==> src/rtl/local_ni_pkg.sv <==
`default_nettype none
// +------------------------------------------------------------------+
// | local_ni_pkg                                                     |
// | Packet field layout, sequence limits and node addresses shared   |
// | by the network interface and the router routing stage.           |
// | Rev 1.0                                                          |
// +------------------------------------------------------------------+
package local_ni_pkg;

  localparam int WD     = 40;
  localparam int DST_HI = 39;
  localparam int DST_LO = 38;
  localparam int SRC_HI = 37;
  localparam int SRC_LO = 36;
  localparam int SEQ_HI = 35;
  localparam int SEQ_LO = 32;
  localparam int PAY_HI = 31;
  localparam int PAY_LO = 0;

  localparam logic [3:0] SEQ_FIRST = 4'd1;
  localparam logic [3:0] SEQ_LAST  = 4'd15;

  localparam logic [1:0] NODE_00 = 2'b00;
  localparam logic [1:0] NODE_01 = 2'b01;
  localparam logic [1:0] NODE_10 = 2'b10;
  localparam logic [1:0] NODE_11 = 2'b11;

  typedef enum logic [0:0] {
    INJ_IDLE = 1'b0,
    INJ_HOLD = 1'b1
  } inj_state_t;

  function automatic logic [WD-1:0] build_pkt(input logic [1:0]  dst,
                                              input logic [1:0]  src,
                                              input logic [3:0]  seq,
                                              input logic [31:0] pay);
    return {dst, src, seq, pay};
  endfunction

  // Sequence skips 0 so that an injected word can never be all-zero.
  function automatic logic [3:0] next_seq(input logic [3:0] seq);
    return (seq == SEQ_LAST) ? SEQ_FIRST : seq + 4'd1;
  endfunction

endpackage
`default_nettype wire

==> src/rtl/local_ni_if.sv <==
`default_nettype none
// +------------------------------------------------------------------+
// | local_ni_if                                                      |
// | Host inject/eject handshakes and router local-port link.         |
// | Rev 1.0                                                          |
// +------------------------------------------------------------------+
interface local_ni_if #(
  parameter int WD = local_ni_pkg::WD
);
  logic          req_valid;
  logic          req_ready;
  logic [1:0]    req_dst;
  logic [31:0]   req_payload;
  logic [WD-1:0] wdata_local;
  logic          wr_en_local;
  logic          full_local;
  logic [WD-1:0] data_to_local;
  logic          wr_next_local_en;
  logic          next_full_local;
  logic          rx_valid;
  logic          rx_ready;
  logic [WD-1:0] rx_data;

  modport slave (
    input  req_valid, req_dst, req_payload, full_local,
           data_to_local, wr_next_local_en, rx_ready,
    output req_ready, wdata_local, wr_en_local, next_full_local,
           rx_valid, rx_data
  );

  modport master (
    output req_valid, req_dst, req_payload, full_local,
           data_to_local, wr_next_local_en, rx_ready,
    input  req_ready, wdata_local, wr_en_local, next_full_local,
           rx_valid, rx_data
  );
endinterface
`default_nettype wire

==> src/rtl/local_ni_fifo.sv <==
`default_nettype none
// +------------------------------------------------------------------+
// | ni_sync_fifo                                                     |
// | First-word fall-through eject buffer; head reads 0 when empty.   |
// | Rev 1.0                                                          |
// +------------------------------------------------------------------+
module ni_sync_fifo #(
  parameter int WD    = 40,
  parameter int DEPTH = 8,
  parameter int AW    = 3
) (
  input  wire logic          clk,
  input  wire logic          rst_n,
  input  wire logic          push,
  input  wire logic          pop,
  input  wire logic [WD-1:0] din,
  output logic      [WD-1:0] head,
  output logic      [AW:0]   count,
  output logic               full,
  output logic               empty
);
  localparam logic [AW:0] C_DEPTH = (AW+1)'(DEPTH);

  logic [WD-1:0] r_mem [DEPTH];
  logic [AW-1:0] r_wr_ptr;
  logic [AW-1:0] r_rd_ptr;
  logic [AW:0]   r_count;
  logic          w_do_push;
  logic          w_do_pop;

  assign full      = (r_count == C_DEPTH);
  assign empty     = (r_count == '0);
  assign count     = r_count;
  assign w_do_push = push && !full;
  assign w_do_pop  = pop && !empty;
  assign head      = empty ? '0 : r_mem[r_rd_ptr];

  always_ff @(posedge clk) begin
    if (w_do_push) r_mem[r_wr_ptr] <= din;
  end

  // Pointers are AW bits wide, so they wrap modulo DEPTH on their own.
  always_ff @(posedge clk or posedge rst_n) begin
    if (rst_n) begin
      r_wr_ptr <= '0;
      r_rd_ptr <= '0;
      r_count  <= '0;
    end else begin
      if (w_do_push) r_wr_ptr <= r_wr_ptr + 1'b1;
      if (w_do_pop)  r_rd_ptr <= r_rd_ptr + 1'b1;
      if (w_do_push && !w_do_pop)      r_count <= r_count + 1'b1;
      else if (w_do_pop && !w_do_push) r_count <= r_count - 1'b1;
    end
  end
endmodule
`default_nettype wire

==> src/rtl/local_ni.sv <==
`default_nettype none
// +------------------------------------------------------------------+
// | local_ni                                                         |
// | Router local-port network interface: packet injector + eject buf.|
// | Rev 1.0                                                          |
// +------------------------------------------------------------------+
module local_ni #(
  parameter int         WD      = local_ni_pkg::WD,
  parameter logic [1:0] MY_ADDR = 2'b11,
  parameter int         DEPTH   = 8,
  parameter int         AW      = 3,
  parameter int         SLACK   = 2
) (
  input  wire logic   clk,
  input  wire logic   rst_n,
  local_ni_if.slave   bus,
  output logic [15:0] tx_cnt,
  output logic [15:0] rx_cnt,
  output logic        err_misroute,
  output logic        err_overflow
);
  import local_ni_pkg::*;

  localparam logic [AW:0] C_HWM = (AW+1)'(DEPTH - SLACK);

  inj_state_t    r_state;
  logic [WD-1:0] r_tx;
  logic [3:0]    r_seq;
  logic [15:0]   r_tx_cnt;
  logic [15:0]   r_rx_cnt;
  logic          r_full_d1;
  logic          r_full_d2;
  logic          r_err_mis;
  logic          r_err_ovf;

  logic          w_hold;
  logic          w_ready;
  logic          w_wr;
  logic          w_new;
  logic          w_mine;
  logic          w_push;
  logic          w_pop;
  logic [WD-1:0] w_head;
  logic [AW:0]   w_count;
  logic          w_ff_full;
  logic          w_ff_empty;

  // State is reset asynchronously, so wr_en_local drops the moment rst_n rises.
  assign w_hold  = (r_state == INJ_HOLD);
  assign w_ready = w_hold ? !bus.full_local : 1'b1;
  assign w_wr    = w_hold && !bus.full_local;

  assign bus.req_ready   = w_ready;
  assign bus.wr_en_local = w_wr;
  assign bus.wdata_local = w_hold ? r_tx : '0;

  always_ff @(posedge clk or posedge rst_n) begin
    if (rst_n) begin
      r_state  <= INJ_IDLE;
      r_tx     <= '0;
      r_seq    <= SEQ_FIRST;
      r_tx_cnt <= '0;
    end else begin
      case (r_state)
        INJ_IDLE: begin
          if (bus.req_valid) begin
            r_tx    <= build_pkt(bus.req_dst, MY_ADDR, r_seq, bus.req_payload);
            r_seq   <= next_seq(r_seq);
            r_state <= INJ_HOLD;
          end
        end
        INJ_HOLD: begin
          if (!bus.full_local) begin
            r_tx_cnt <= r_tx_cnt + 16'd1;
            if (bus.req_valid) begin
              r_tx  <= build_pkt(bus.req_dst, MY_ADDR, r_seq, bus.req_payload);
              r_seq <= next_seq(r_seq);
            end else begin
              r_state <= INJ_IDLE;
            end
          end
        end
        default: r_state <= INJ_IDLE;
      endcase
    end
  end

  // The router reacts to next_full two edges late; samples held during that
  // stall are repeats of an already-accepted word.
  assign w_new  = bus.wr_next_local_en && !r_full_d2;
  assign w_mine = (bus.data_to_local[DST_HI:DST_LO] == MY_ADDR);
  assign w_push = w_new && w_mine && !w_ff_full;
  assign w_pop  = !w_ff_empty && bus.rx_ready;

  ni_sync_fifo #(
    .WD    (WD),
    .DEPTH (DEPTH),
    .AW    (AW)
  ) u_eject_fifo (
    .clk   (clk),
    .rst_n (rst_n),
    .push  (w_push),
    .pop   (w_pop),
    .din   (bus.data_to_local),
    .head  (w_head),
    .count (w_count),
    .full  (w_ff_full),
    .empty (w_ff_empty)
  );

  assign bus.next_full_local = (w_count >= C_HWM);
  assign bus.rx_valid        = !w_ff_empty;
  assign bus.rx_data         = w_head;

  always_ff @(posedge clk or posedge rst_n) begin
    if (rst_n) begin
      r_full_d1 <= 1'b0;
      r_full_d2 <= 1'b0;
      r_err_mis <= 1'b0;
      r_err_ovf <= 1'b0;
      r_rx_cnt  <= '0;
    end else begin
      r_full_d1 <= bus.next_full_local;
      r_full_d2 <= r_full_d1;
      if (w_new && !w_mine)             r_err_mis <= 1'b1;
      if (w_new && w_mine && w_ff_full) r_err_ovf <= 1'b1;
      if (w_pop)                        r_rx_cnt  <= r_rx_cnt + 16'd1;
    end
  end

  assign tx_cnt       = r_tx_cnt;
  assign rx_cnt       = r_rx_cnt;
  assign err_misroute = r_err_mis;
  assign err_overflow = r_err_ovf;
endmodule
`default_nettype wire
==> src/flat_wrapper.sv <==
// flat-port wrapper written by rule: the top's interface ports become plain ports
module local_ni_flat import local_ni_pkg::*;
#(
  parameter int         WD      = local_ni_pkg::WD,
  parameter logic [1:0] MY_ADDR = 2'b11,
  parameter int         DEPTH   = 8,
  parameter int         AW      = 3,
  parameter int         SLACK   = 2
)
  (clk, rst_n, tx_cnt, rx_cnt, err_misroute, err_overflow, bus_req_valid, bus_req_dst, bus_req_payload, bus_full_local, bus_data_to_local, bus_wr_next_local_en, bus_rx_ready, bus_req_ready, bus_wdata_local, bus_wr_en_local, bus_next_full_local, bus_rx_valid, bus_rx_data);
  local_ni_if #(.WD(WD)) bus_i ();
  input  wire logic clk;
  input  wire logic rst_n;
  output logic [15:0] tx_cnt;
  output logic [15:0] rx_cnt;
  output logic err_misroute;
  output logic err_overflow;
  input wire logic [$bits(bus_i.req_valid)-1:0] bus_req_valid;
  input wire logic [$bits(bus_i.req_dst)-1:0] bus_req_dst;
  input wire logic [$bits(bus_i.req_payload)-1:0] bus_req_payload;
  input wire logic [$bits(bus_i.full_local)-1:0] bus_full_local;
  input wire logic [$bits(bus_i.data_to_local)-1:0] bus_data_to_local;
  input wire logic [$bits(bus_i.wr_next_local_en)-1:0] bus_wr_next_local_en;
  input wire logic [$bits(bus_i.rx_ready)-1:0] bus_rx_ready;
  output wire logic [$bits(bus_i.req_ready)-1:0] bus_req_ready;
  output wire logic [$bits(bus_i.wdata_local)-1:0] bus_wdata_local;
  output wire logic [$bits(bus_i.wr_en_local)-1:0] bus_wr_en_local;
  output wire logic [$bits(bus_i.next_full_local)-1:0] bus_next_full_local;
  output wire logic [$bits(bus_i.rx_valid)-1:0] bus_rx_valid;
  output wire logic [$bits(bus_i.rx_data)-1:0] bus_rx_data;
  assign bus_i.req_valid = bus_req_valid;
  assign bus_i.req_dst = bus_req_dst;
  assign bus_i.req_payload = bus_req_payload;
  assign bus_i.full_local = bus_full_local;
  assign bus_i.data_to_local = bus_data_to_local;
  assign bus_i.wr_next_local_en = bus_wr_next_local_en;
  assign bus_i.rx_ready = bus_rx_ready;
  assign bus_req_ready = bus_i.req_ready;
  assign bus_wdata_local = bus_i.wdata_local;
  assign bus_wr_en_local = bus_i.wr_en_local;
  assign bus_next_full_local = bus_i.next_full_local;
  assign bus_rx_valid = bus_i.rx_valid;
  assign bus_rx_data = bus_i.rx_data;
  local_ni #(.WD(WD), .MY_ADDR(MY_ADDR), .DEPTH(DEPTH), .AW(AW), .SLACK(SLACK)) u_core (.clk(clk), .rst_n(rst_n), .bus(bus_i), .tx_cnt(tx_cnt), .rx_cnt(rx_cnt), .err_misroute(err_misroute), .err_overflow(err_overflow));
endmodule
==> config.mk <==
export PLATFORM = sky130hd
export DESIGN_NAME = local_ni_flat
export DESIGN_NICKNAME = d
export VERILOG_FILES = /design/src/rtl/local_ni_pkg.sv /design/src/rtl/local_ni_if.sv /design/src/rtl/local_ni_fifo.sv /design/src/rtl/local_ni.sv /design/src/flat_wrapper.sv
export SDC_FILE = /design/constraint.sdc
export NUM_CORES = 1
export LEC_CHECK = 0
export ABC_AREA = 1
export CAP_MARGIN = 15
export CORE_MARGIN = 2
export CORE_UTILIZATION = 47
export CTS_CLUSTER_SIZE = 14
export DETAILED_ROUTE_END_ITERATION = 10
export PLACE_DENSITY_LB_ADDON = 0.05
export SLEW_MARGIN = 20
export SYNTH_ARGS = -nofsm -noshare
export SYNTH_HDL_FRONTEND = slang
export SYNTH_HIERARCHICAL = 1
export SYNTH_SLANG_ARGS = --single-unit
==> constraint.sdc <==
create_clock -name clk -period 4.1 [get_ports clk]
set_clock_uncertainty 0.05 [all_clocks]
set_input_delay 0.615 -clock clk [delete_from_list [all_inputs] [get_ports clk]]
set_output_delay 0.615 -clock clk [all_outputs]
set_load 0.005 [all_outputs]
==> reports/metrics.yaml <==
status:
  status: "finished, final reports clean"
min_path:
  worstHoldPathType: "reg -> reg"
synthesis:
  post-synth-top-area-cell: "edfxtp_1"
  synth.distinct_cells: 30
  syn_nets: 2023
  synth.area.top_cells: "edfxtp_1 (53%), nand2_1 (13%), dfrtp_1 (12%), inv_1 (8.2%), nand3_1 (6.0%)"
  avgSynthCellArea_um2: 9.46
  ys.warnings.count: 6
  syn_inst: 1934
  seq_area_frac_synth_pct: 64.8
  ys_ff_latch: 410
  yosysTopAreaCellShare_pct: 52.5
  syn_area_mm2: 0.0183
critical_path:
  cp-end-kind: "output port"
  crit_type: "reg -> out"
  max_stage_delay_ns: 0.83
  cp_data_arrival_time_ns: 2.96
  start_kind: "flop"
  cp_slowest_cell: "buf_4"
  cpMostUsedCell: "nand3_1"
  cp_cell_sequence: "buf_4, nand3_1, nand3_1, nand2_1, nor2_1, clkdlybuf4s50_1"
  required_ns: 3.43
  worstPathMaxFanout: 81
global_route:
  grt_pass1_vias: 12400
  grt_max_degree: 124
  antenna_found_initial: 0
  grt_pass1_wl_um: 66600
  grt_use_total_pct: 20.7
  gr-total-overflow: 0
cts:
  path_clk_slew_ns: 0.06
  cts_hold_buf: 0
  cts_max_level: 2
  clk_latency_ns: 0.54
  cts.sink_count: 410
  clockBufferDepth: 3
  cts_resized: 0
  numCtsBuffers: 43
  cts_root_buf: "clkbuf_16"
  cts_tree: "done"
  post_cts_buffers: 0
place:
  gp_congestion: 0.783
  pre_cts_ws_ns: 0.853
  hpwl_um: 24500
  portBuffers: 197
layout:
  diodes: 0
  final_layout_size_suffix_gt1_share_pct: 5.02
  final_nets: 2215
  syn2layout_area_growth_pct: 20.8
sta:
  hold_ws_ns: 0.298
  final.min_clock_period_ns: 3.63
  maxSlewViolCount: 0
  fin_ws_ns: 0.474
  setup_viol: 0
  max_freq_mhz: 276
  final_hold_viol_count: 0
  tightestPinTransition_ns: 1.07
  fin_crit_sh_pct: 88.4
  setup-tns-final_ns: 0
  rsz0062_at_grt: "false"
  relSlewSlack_pct: 28.4
die:
  dieArea_mm2: 0.0405
  start_util_pct: 47.5
  fp.coreArea_mm2: 0.0386
  fp.dieH_um: 201
  io_pins: 198
  die_width_um: 201
  fp-row-count: 72
detailed_routing:
  wirelength_um: 41600
  drc_errors: 0
  wire_per_inst_um: 15.6
  ant_nets: 0
  routed_via_density: 4.75
  highest_layer: "met4"
  met3_length_um: 1790
  first_pass_iters: 5
  wirelength_met1_um: 18500
  drtIter0Drc: 786
  dr_wl_met2_um: 20400
  num_vias: 12700
flow_run:
  drv_cap: 0
pwr:
  p_total_mw: 13.2
  powerDensity_mw_per_mm2: 598
  peakVddDrop_mv: 0.445
  p_leak_nw: 10.3
[cells in the final DEF, fill, tap and decap left out, types with 2 or more instances in the layout]
| master | count |
|---|---|
| ha_1 | 8 |
| dfrtp_4 | 2 |
| clkbuf_8 | 4 |
| clkbuf_1 | 10 |
| clkdlybuf4s50_1 | 197 |
| nand3_1 | 220 |
| nor2_4 | 8 |
| xor2_1 | 14 |
| inv_2 | 3 |
| clkbuf_16 | 43 |
| nor2_2 | 2 |
| inv_1 | 401 |
| xnor2_1 | 16 |
| clkinv_1 | 3 |
| nor2_1 | 112 |
| dfrtp_1 | 86 |
| nand2_2 | 2 |
| nand2_1 | 629 |
| buf_4 | 22 |
| nand4_1 | 7 |
| edfxtp_1 | 320 |
| buf_12 | 6 |
| clkinv_2 | 8 |
| o21ai_0 | 12 |
[metrics by stage]
stage / cells / utilization [%] / area [um2]
5_1_grt: 2669 / 57.3 / 22100
3_3_place_gp: 2598 / 54.0 / 20800
2_1_floorplan: 1934 / - / 18300
4_1_cts: 2668 / 57.3 / 22100
6_report: 2669 / 57.3 / 22100
3_5_place_dp: 2598 / 54.0 / 20800
[metal layers]
metal | global-route usage (%) | up-vias
met3 | 3.05 | 63
li1 | - | 6347
met1 | 27.4 | 6017
met2 | 35.5 | 250
met4 | 5.93 | 0
met5 | 0 | -
[critical path: cells and delay by family, from the launching register on]
family                 cells  cell delay, ns
buffers and inverters      2            1.40
and+or+nand+nor            4            0.65
DFF                        1            0.36
[power breakdown]
group          internal [mW]  total [mW]  switching (mW)
clock network           2.05        3.56            1.51
logic                   1.95        4.45            2.50
registers               4.78        5.21           0.431
[path summary, 6_finish.rpt]
kind | startpoint | endpoint | slack (ns) | cells past startpoint
hold / removal | u_core/r_full_d1$_DFF_PP0_ | u_core/r_full_d2$_DFF_PP0_ | 0.30 | 0
setup reg to reg | u_core/u_eject_fifo/count[0]$_DFFE_PP0P_ | u_core/u_eject_fifo/count[3]$_DFFE_PP0P_ | 1.43 | 13
hold reg to reg | u_core/r_full_d1$_DFF_PP0_ | u_core/r_full_d2$_DFF_PP0_ | 0.30 | 0
max in group asynchronous | rst_n | u_core/tx_cnt[4]$_DFFE_PP0P_ | 2.70 | 4
setup / recovery | u_core/u_eject_fifo/r_rd_ptr[1]$_DFFE_PP0P_ | bus_rx_data[34] | 0.47 | 6
min in group asynchronous | rst_n | u_core/rx_cnt[11]$_DFFE_PP0P_ | 0.38 | 2
[kinds of logic (layout without fill, tap and decap cells)]
| group | count (synthesis) | after routing | synth area share (%) |
|---|---|---|---|
| compound gates | 17 | 17 | 0.513 |
| fa+ha+maj | 9 | 9 | 0.657 |
| flops | 410 | 410 | 64.8 |
| simple gates | 984 | 984 | 21.9 |
| xor+xnor | 30 | 30 | 1.44 |
| buf+inv | 484 | 701 | 10.7 |
[area by class of cell]
class | instances | area (um2)
Clock buffer | 57 | 1170
Clock inverter | 13 | 92.6
Fill cell | 3446 | 16400
Inverter | 406 | 1530
Multi-Input combinational cell | 1040 | 4540
Sequential cell | 410 | 11900
Tap cell | 518 | 648
Timing Repair Buffer | 225 | 2260
[cells in the mapped netlist]
cell	instances
a21o_1	1
o21ai_0	12
o21ai_1	1
nand3b_1	1
xor2_1	14
a31o_2	1
or2_2	1
inv_2	4
inv_1	402
buf_4	2
or2_1	1
nand4_1	7
xnor2_1	16
buf_1	10
nor2_2	2
nand2_1	630
nand3_1	220
nor3_1	1
clkbuf_1	18
nand2_2	1
buf_2	37
o21bai_1	1
nor2_1	120
fa_1	1
dfrtp_1	89
dfstp_2	1
ha_1	8
buf_6	11
a21oi_1	1
edfxtp_1	320
[state kept, by name, indices dropped and copies added (netlist names)]
register / count
u_core/err_misroute: 1
u_core/err_overflow: 1
u_core/r_full_d1: 1
u_core/r_full_d2: 1
u_core/r_seq: 4
u_core/r_state: 1
u_core/r_tx: 39
u_core/rx_cnt: 16
u_core/tx_cnt: 16
u_core/u_eject_fifo/count: 4
u_core/u_eject_fifo/r_mem: 320
u_core/u_eject_fifo/r_rd_ptr: 3
u_core/u_eject_fifo/r_wr_ptr: 3
Note: power is estimated with default switching activity, not from simulation.
